==> src/rtl/debouncer.sv <==
// Push-button debouncer: 2-flop synchroniser plus a 4-state FSM that
// accepts a new level after STABLE consecutive agreeing strobed samples.
// Ports: clk, rst (async active-low), ena, tick (sample strobe), button (raw),
//        debounced (accepted level), rise/fall (one-cycle edge pulses).
module debouncer #(
  parameter int N      = 4,
  parameter int STABLE = 4
) (
  input  logic clk,
  input  logic rst,
  input  logic ena,
  input  logic tick,
  input  logic button,
  output logic debounced,
  output logic rise,
  output logic fall
);

  typedef enum logic [1:0] {
    S_LOW,
    S_MAYBE_HIGH,
    S_HIGH,
    S_MAYBE_LOW
  } state_t;

  localparam logic [N-1:0] STABLE_C = N'(STABLE);
  localparam logic [N-1:0] ONE_C    = N'(1);

  logic         sync1_q;
  logic         sync_q;
  state_t       state_q;
  logic [N-1:0] count_q;
  logic         debounced_q;
  logic         rise_q;
  logic         fall_q;

  logic         sample;
  logic [N-1:0] count_d;
  logic         done;

  assign sample  = ena & tick;
  assign count_d = count_q + ONE_C;
  // This sample would be the STABLE-th consecutive agreeing one.
  assign done    = (count_d == STABLE_C);

  always_ff @(posedge clk or negedge rst) begin
    if (!rst) begin
      sync1_q <= 1'b0;
      sync_q  <= 1'b0;
    end else begin
      sync1_q <= button;
      sync_q  <= sync1_q;
    end
  end

  always_ff @(posedge clk or negedge rst) begin
    if (!rst) begin
      state_q     <= S_LOW;
      count_q     <= '0;
      debounced_q <= 1'b0;
      rise_q      <= 1'b0;
      fall_q      <= 1'b0;
    end else begin
      // Edge pulses last one cycle whether or not a sample occurs.
      rise_q <= 1'b0;
      fall_q <= 1'b0;
      if (sample) begin
        unique case (state_q)
          S_LOW: begin
            if (sync_q) begin
              state_q <= S_MAYBE_HIGH;
              count_q <= ONE_C;
            end
          end
          S_MAYBE_HIGH: begin
            if (!sync_q) begin
              state_q <= S_LOW;
              count_q <= '0;
            end else if (done) begin
              state_q     <= S_HIGH;
              count_q     <= '0;
              debounced_q <= 1'b1;
              rise_q      <= 1'b1;
            end else begin
              count_q <= count_d;
            end
          end
          S_HIGH: begin
            if (!sync_q) begin
              state_q <= S_MAYBE_LOW;
              count_q <= ONE_C;
            end
          end
          S_MAYBE_LOW: begin
            if (sync_q) begin
              state_q <= S_HIGH;
              count_q <= '0;
            end else if (done) begin
              state_q     <= S_LOW;
              count_q     <= '0;
              debounced_q <= 1'b0;
              fall_q      <= 1'b1;
            end else begin
              count_q <= count_d;
            end
          end
          default: begin
            state_q <= S_LOW;
            count_q <= '0;
          end
        endcase
      end
    end
  end

  assign debounced = debounced_q;
  assign rise      = rise_q;
  assign fall      = fall_q;

endmodule
==> config.mk <==
export PLATFORM = sky130hd
export DESIGN_NAME = debouncer
export DESIGN_NICKNAME = d
export VERILOG_FILES = /design/src/rtl/debouncer.sv
export SDC_FILE = /design/constraint.sdc
export NUM_CORES = 1
export LEC_CHECK = 0
export ABC_AREA = 0
export BUFFER_PORTS_ARGS = -buffer_cell sky130_fd_sc_hd__clkbuf_2
export CAP_MARGIN = 10
export CORE_AREA = 2 2 39 41
export CTS_CLUSTER_DIAMETER = 50
export DETAILED_ROUTE_END_ITERATION = 8
export DIE_AREA = 0 0 41 43
export PLACE_DENSITY_LB_ADDON = 0.08
export SLEW_MARGIN = 20
export SYNTH_ARGS = -nofsm -noshare
export SYNTH_HDL_FRONTEND = slang
export SYNTH_SLANG_ARGS = --single-unit
export TNS_END_PERCENT = 50
==> constraint.sdc <==
create_clock -name clk -period 1.5 [get_ports clk]
set_input_delay 0.3 -clock clk [delete_from_list [all_inputs] [get_ports clk]]
set_output_delay 0.3 -clock clk [all_outputs]
set_load 0.01 [all_outputs]
Word level (Yosys, flattened, before mapping) --
Cells that the tools add are included.
Word-level totals: ROM bits 0, latch bits 0, bits in writable memories 0, memories kept 0, bits in registers 11
Operators by class: divide/modulo/power cells 0, reductions and logical operators 5, order comparisons 0, bitwise logic cells 1, equality and inequality tests 12, muxes and demuxes 25, $add $sub $neg 1, shift-type cells 0, multiply operators 0
Operators by type and width (number):
- $mux W4 | 5
- $pmux W4 S4 | 1
- $mux W2 | 6
- $ne A2 B2 Y1 const B | 6
- $mux W1 | 11
- $pmux W2 S4 | 1
- $ne A3 B3 Y1 const B | 2
- $reduce_and A6 Y1 | 1
- $reduce_and A5 Y1 | 1
- $add A4 B1 Y4 const B | 1
- $eq A2 B2 Y1 const B | 2
- $eq A4 B3 Y1 const B | 1
- $reduce_and A3 Y1 | 1
- $eq A2 B1 Y1 const B | 1
- $logic_not A2 Y1 | 1
- $pmux W1 S2 | 1
- $reduce_bool A2 Y1 | 1
- $and A1 B1 Y1 | 1

Logic depth before layout (Yosys ltp) --
depth after elaboration 6, gate-level depth with buffers 6, mapped depth without buffers 6

Worst setup path before layout --
No wires, ideal clock.
path type register -> register, start point register count_q[0], end point register debounced_q (netlist: debounced), stages on the path, launching flop included 7, period minus slack after synthesis 1532 ps, buffers on the path 0, path slack -32 ps, setup time 124 ps, arrival time 1408 ps, required time 1376 ps, path through dfrtp_1 ha_1 nor2b_1 a21o_1 a21oi_4 nor3_2 a211o_1
Between the ends: word-level cells in the longest chain between the ends 4
RTL lines:
- from (decl) | line 32 | logic [N-1:0] count_q;
- from (signal assigned) | line 85 | count_q <= count_d;
- from (signal assigned) | line 104 | count_q <= count_d;
- $add A4 B1 Y4 (*) | line 42 | assign count_d = count_q + ONE_C;
- $eq A4 B3 Y1 (*) | line 44 | assign done = (count_d == STABLE_C);
- $ne A2 B2 Y1 (no line)
- $reduce_and A6 Y1 (no line) (*)
- to (signal assigned) | line 60 | debounced_q <= 1'b0;
- to (signal assigned) | line 82 | debounced_q <= 1'b1;
- to (signal assigned) | line 101 | debounced_q <= 1'b0;
- to (decl) | line 33 | logic debounced_q;
Mark *: on every way between the ends. The rest lies on a longest branch, timed or not. A chain may end at the register's enable or synchronous reset.

Worst setup path in the final report --
Ends and elaborated chain as after synthesis.

==> run summary <==
status - complete, but fails checks
failing checks - negative setup slack
largest net degree at the start of global routing - 12
worst relative slew slack - 0.819
Avg Synthesized Cell Area - 10.1 µm²
area delta synth->final - 28.0%
DR WL/cell - 11.4 µm
Final Hold Vio Count - 0
Switching Power - 0.257 mW
Max-cap violations - 0
I/O Buffers - 7
critical-path cell list - ha_2 > nor2b_4 > a21o_1 > a21oi_4 > nor3_2 > a211o_1
setup ws final - -12.5 ps
# diodes - 0
Worst path slowest cell - dfrtp_1
unrepaired setup endpoints after global routing - true
clk_lat worst skew - 260 ps
row count - 14
worst min path class - primary input to flop
Netlist cell types - 23
sequential share of the synthesized area - 0.514
I/O pin total - 8
part of the cycle the worst path needs - 1.01
RD Place Congestion - 0.745
worst path bufs/invs - 0
Pre-antenna DRT Iters - 3
clock share of power - 0.235
fmax - 661 MHz
vias per inst - 4.91
Num CTS Buffers - 3
final setup vio count - 1
min cycle time layout - 1510 ps
final WL - 980 µm
Internal - 0.567 mW
Num Clock Sinks - 11
DRC Markers - 0
mapped cell area - 536 µm²
Die ar. - 1760 µm²
Pleak - 0.314 nW
CP Max Fanout - 5
sw frac - 0.312
Core Region - 1380 µm²
Initial DRC Count - 4
arrival time worst endpoint - 1660 ps
cell area after layout - 686 µm²
die height - 43 µm
critical path required time - 1650 ps
Startpoint Class - flop
first-pass GRT wire length - 1640 µm
Via Count - 422
Post-DP Area - 631 µm²
H-tree levels - 1
Initial Util - 0.387
Filler cells - 147
slowest stage delay, CP - 400 ps
Worst setup EP type - flop
Net count, final - 78
Syn Nets - 60
Max Slew Vio Count - 0
antenna violations before repair - 0
Synth warnings - 0
Clock Path Buffers - 2
commonest non-fill, non-tap cell in the layout - dfrtp_1
Design Power - 0.824 mW
power density over the cells - 1200 nW/µm²
most frequent cells in the layout - dfrtp_1 (11), nand2_1 (10), clkbuf_2 (7)
Die Width - 41 µm
layout cell share with drive strength beyond 1 - 0.314
critical path class - flop to flop
total track usage - 0.136
Seq pwr share - 0.479
GRT overflow - 0
Comb pwr share - 0.287
maximum VDD drop - 0.540 mV
skew final - 4.63 ps
clock root cell - clkbuf_4
Antenna Nets Post-Route - 0
vias in the first global route - 411
FF+latch count, synth - 11
Reg clk slew, reported paths - 70 ps
post-synthesis cell count - 53
CTS tree - done
Worst-Margin Slew - 271 ps
critical path's top delay family - compound AO/OA/AOI/OAI gates
dpl hpwl - 775 µm
## timing repair
item | CTS | global route
setup endpoints to repair | 1 | 4
setup buffers | 1 | 0
hold buffers | 1 | 0
pin swaps | 4 | 2
resized for setup | 0 | 2
hold endpoints to repair | 11 | 0
## synth_stat cells (all sizes together)
cell | count | area [µm²]
dfrtp | 11 | 275
nand2 | 10 | 37.5
a21oi | 5 | 36.3
o21ai | 5 | 25.0
nor3 | 3 | 25.0
a21o | 2 | 15.0
ha | 2 | 25.0
nand3 | 2 | 10.0
nor2b | 2 | 12.5
a211o | 1 | 8.76
a21boi | 1 | 7.51
and2 | 1 | 6.26
inv | 1 | 3.75
nand2b | 1 | 6.26
nand3b | 1 | 7.51
nor2 | 1 | 3.75
nor3b | 1 | 7.51
o22ai | 1 | 6.26
o31ai | 1 | 7.51
xor2 | 1 | 8.76
## registers in the layout (all words and copies together), names as in the netlist, named ones only
| signal | cells |
|---|---|
| debounced | 1 |
| fall | 1 |
| count_q | 4 |
| state_q | 1 |
| sync_q | 1 |
| sync1_q | 1 |
| rise | 1 |
## power by group through the flow
stage | clock network [mW] | registers (mW) | logic [mW]
floorplan | 0 | 0.398 | 0.129
global route | 0.216 | 0.405 | 0.260
CTS | 0.198 | 0.395 | 0.227
finish | 0.193 | 0.394 | 0.236
global placement | 0 | 0.403 | 0.222
detailed placement | 0 | 0.401 | 0.223
## worst reg2reg max path, cell delays in order (launching register included)
cell	delay (ps)
dfrtp_1	400
ha_2	200
nor2b_4	120
a21o_1	180
a21oi_4	210
nor3_2	70
a211o_1	220
## stage by stage
step | TNS [ps] | hold WS (ps) | instances | util | setup slack (ps)
floorplan | 0 | 4.41 | 53 | - | 23.1
global placement | -33.3 | 193 | 80 | 0.456 | -33.3
detailed placement | -48.4 | 187 | 80 | 0.456 | -48.4
CTS | -11.0 | 147 | 86 | 0.487 | -11.0
global route | -107 | 142 | 86 | 0.495 | -78.3
finish | -12.5 | 151 | 86 | 0.495 | -12.5
## layer usage
| metal | vias up | wire, µm | GRT usage |
|---|---|---|---|
| li1 | 220 | - | - |
| met1 | 195 | 449 | 0.176 |
| met2 | 5 | 502 | 0.219 |
| met3 | 2 | 24 | 0.0157 |
| met4 | 0 | 4 | 0.0600 |
| met5 | - | 0 | 0 |
## cell type report
cell class	count	area (µm²)	share of cell area
inverters	1	3.75	0.00547
repair buffers	13	82.6	0.120
well taps	16	20.0	0.0292
flip-flops and latches	11	275	0.401
clock buffers	4	26.3	0.0383
multi-input cells	41	278	0.405
## path summary, 6_finish.rpt
check                                start         end  slack, ps  cells after the start
max in group asynchronous              rst  count_q[3]        840                      2
worst max-delay path            count_q[0]   debounced        -10                      6
worst max register to register  count_q[0]   debounced        -10                      6
worst min register to register     sync1_q      sync_q        360                      0
worst min-delay path                button     sync1_q        150                      1
min in group asynchronous              rst  count_q[2]        440                      2
## cells by family (layout without fill, tap and decap cells)
| family | Yosys count | after routing | share of synthesized area |
|---|---|---|---|
| AO/OA/AOI/OAI | 16 | 16 | 0.199 |
| flip-flops | 11 | 11 | 0.514 |
| adder cells (fa/ha/maj) | 2 | 2 | 0.0467 |
| XOR/XNOR | 1 | 1 | 0.0164 |
| AND/OR/NAND/NOR | 22 | 22 | 0.217 |
| buffers and inverters | 1 | 18 | 0.00700 |
(Power assumes the default switching activity.)
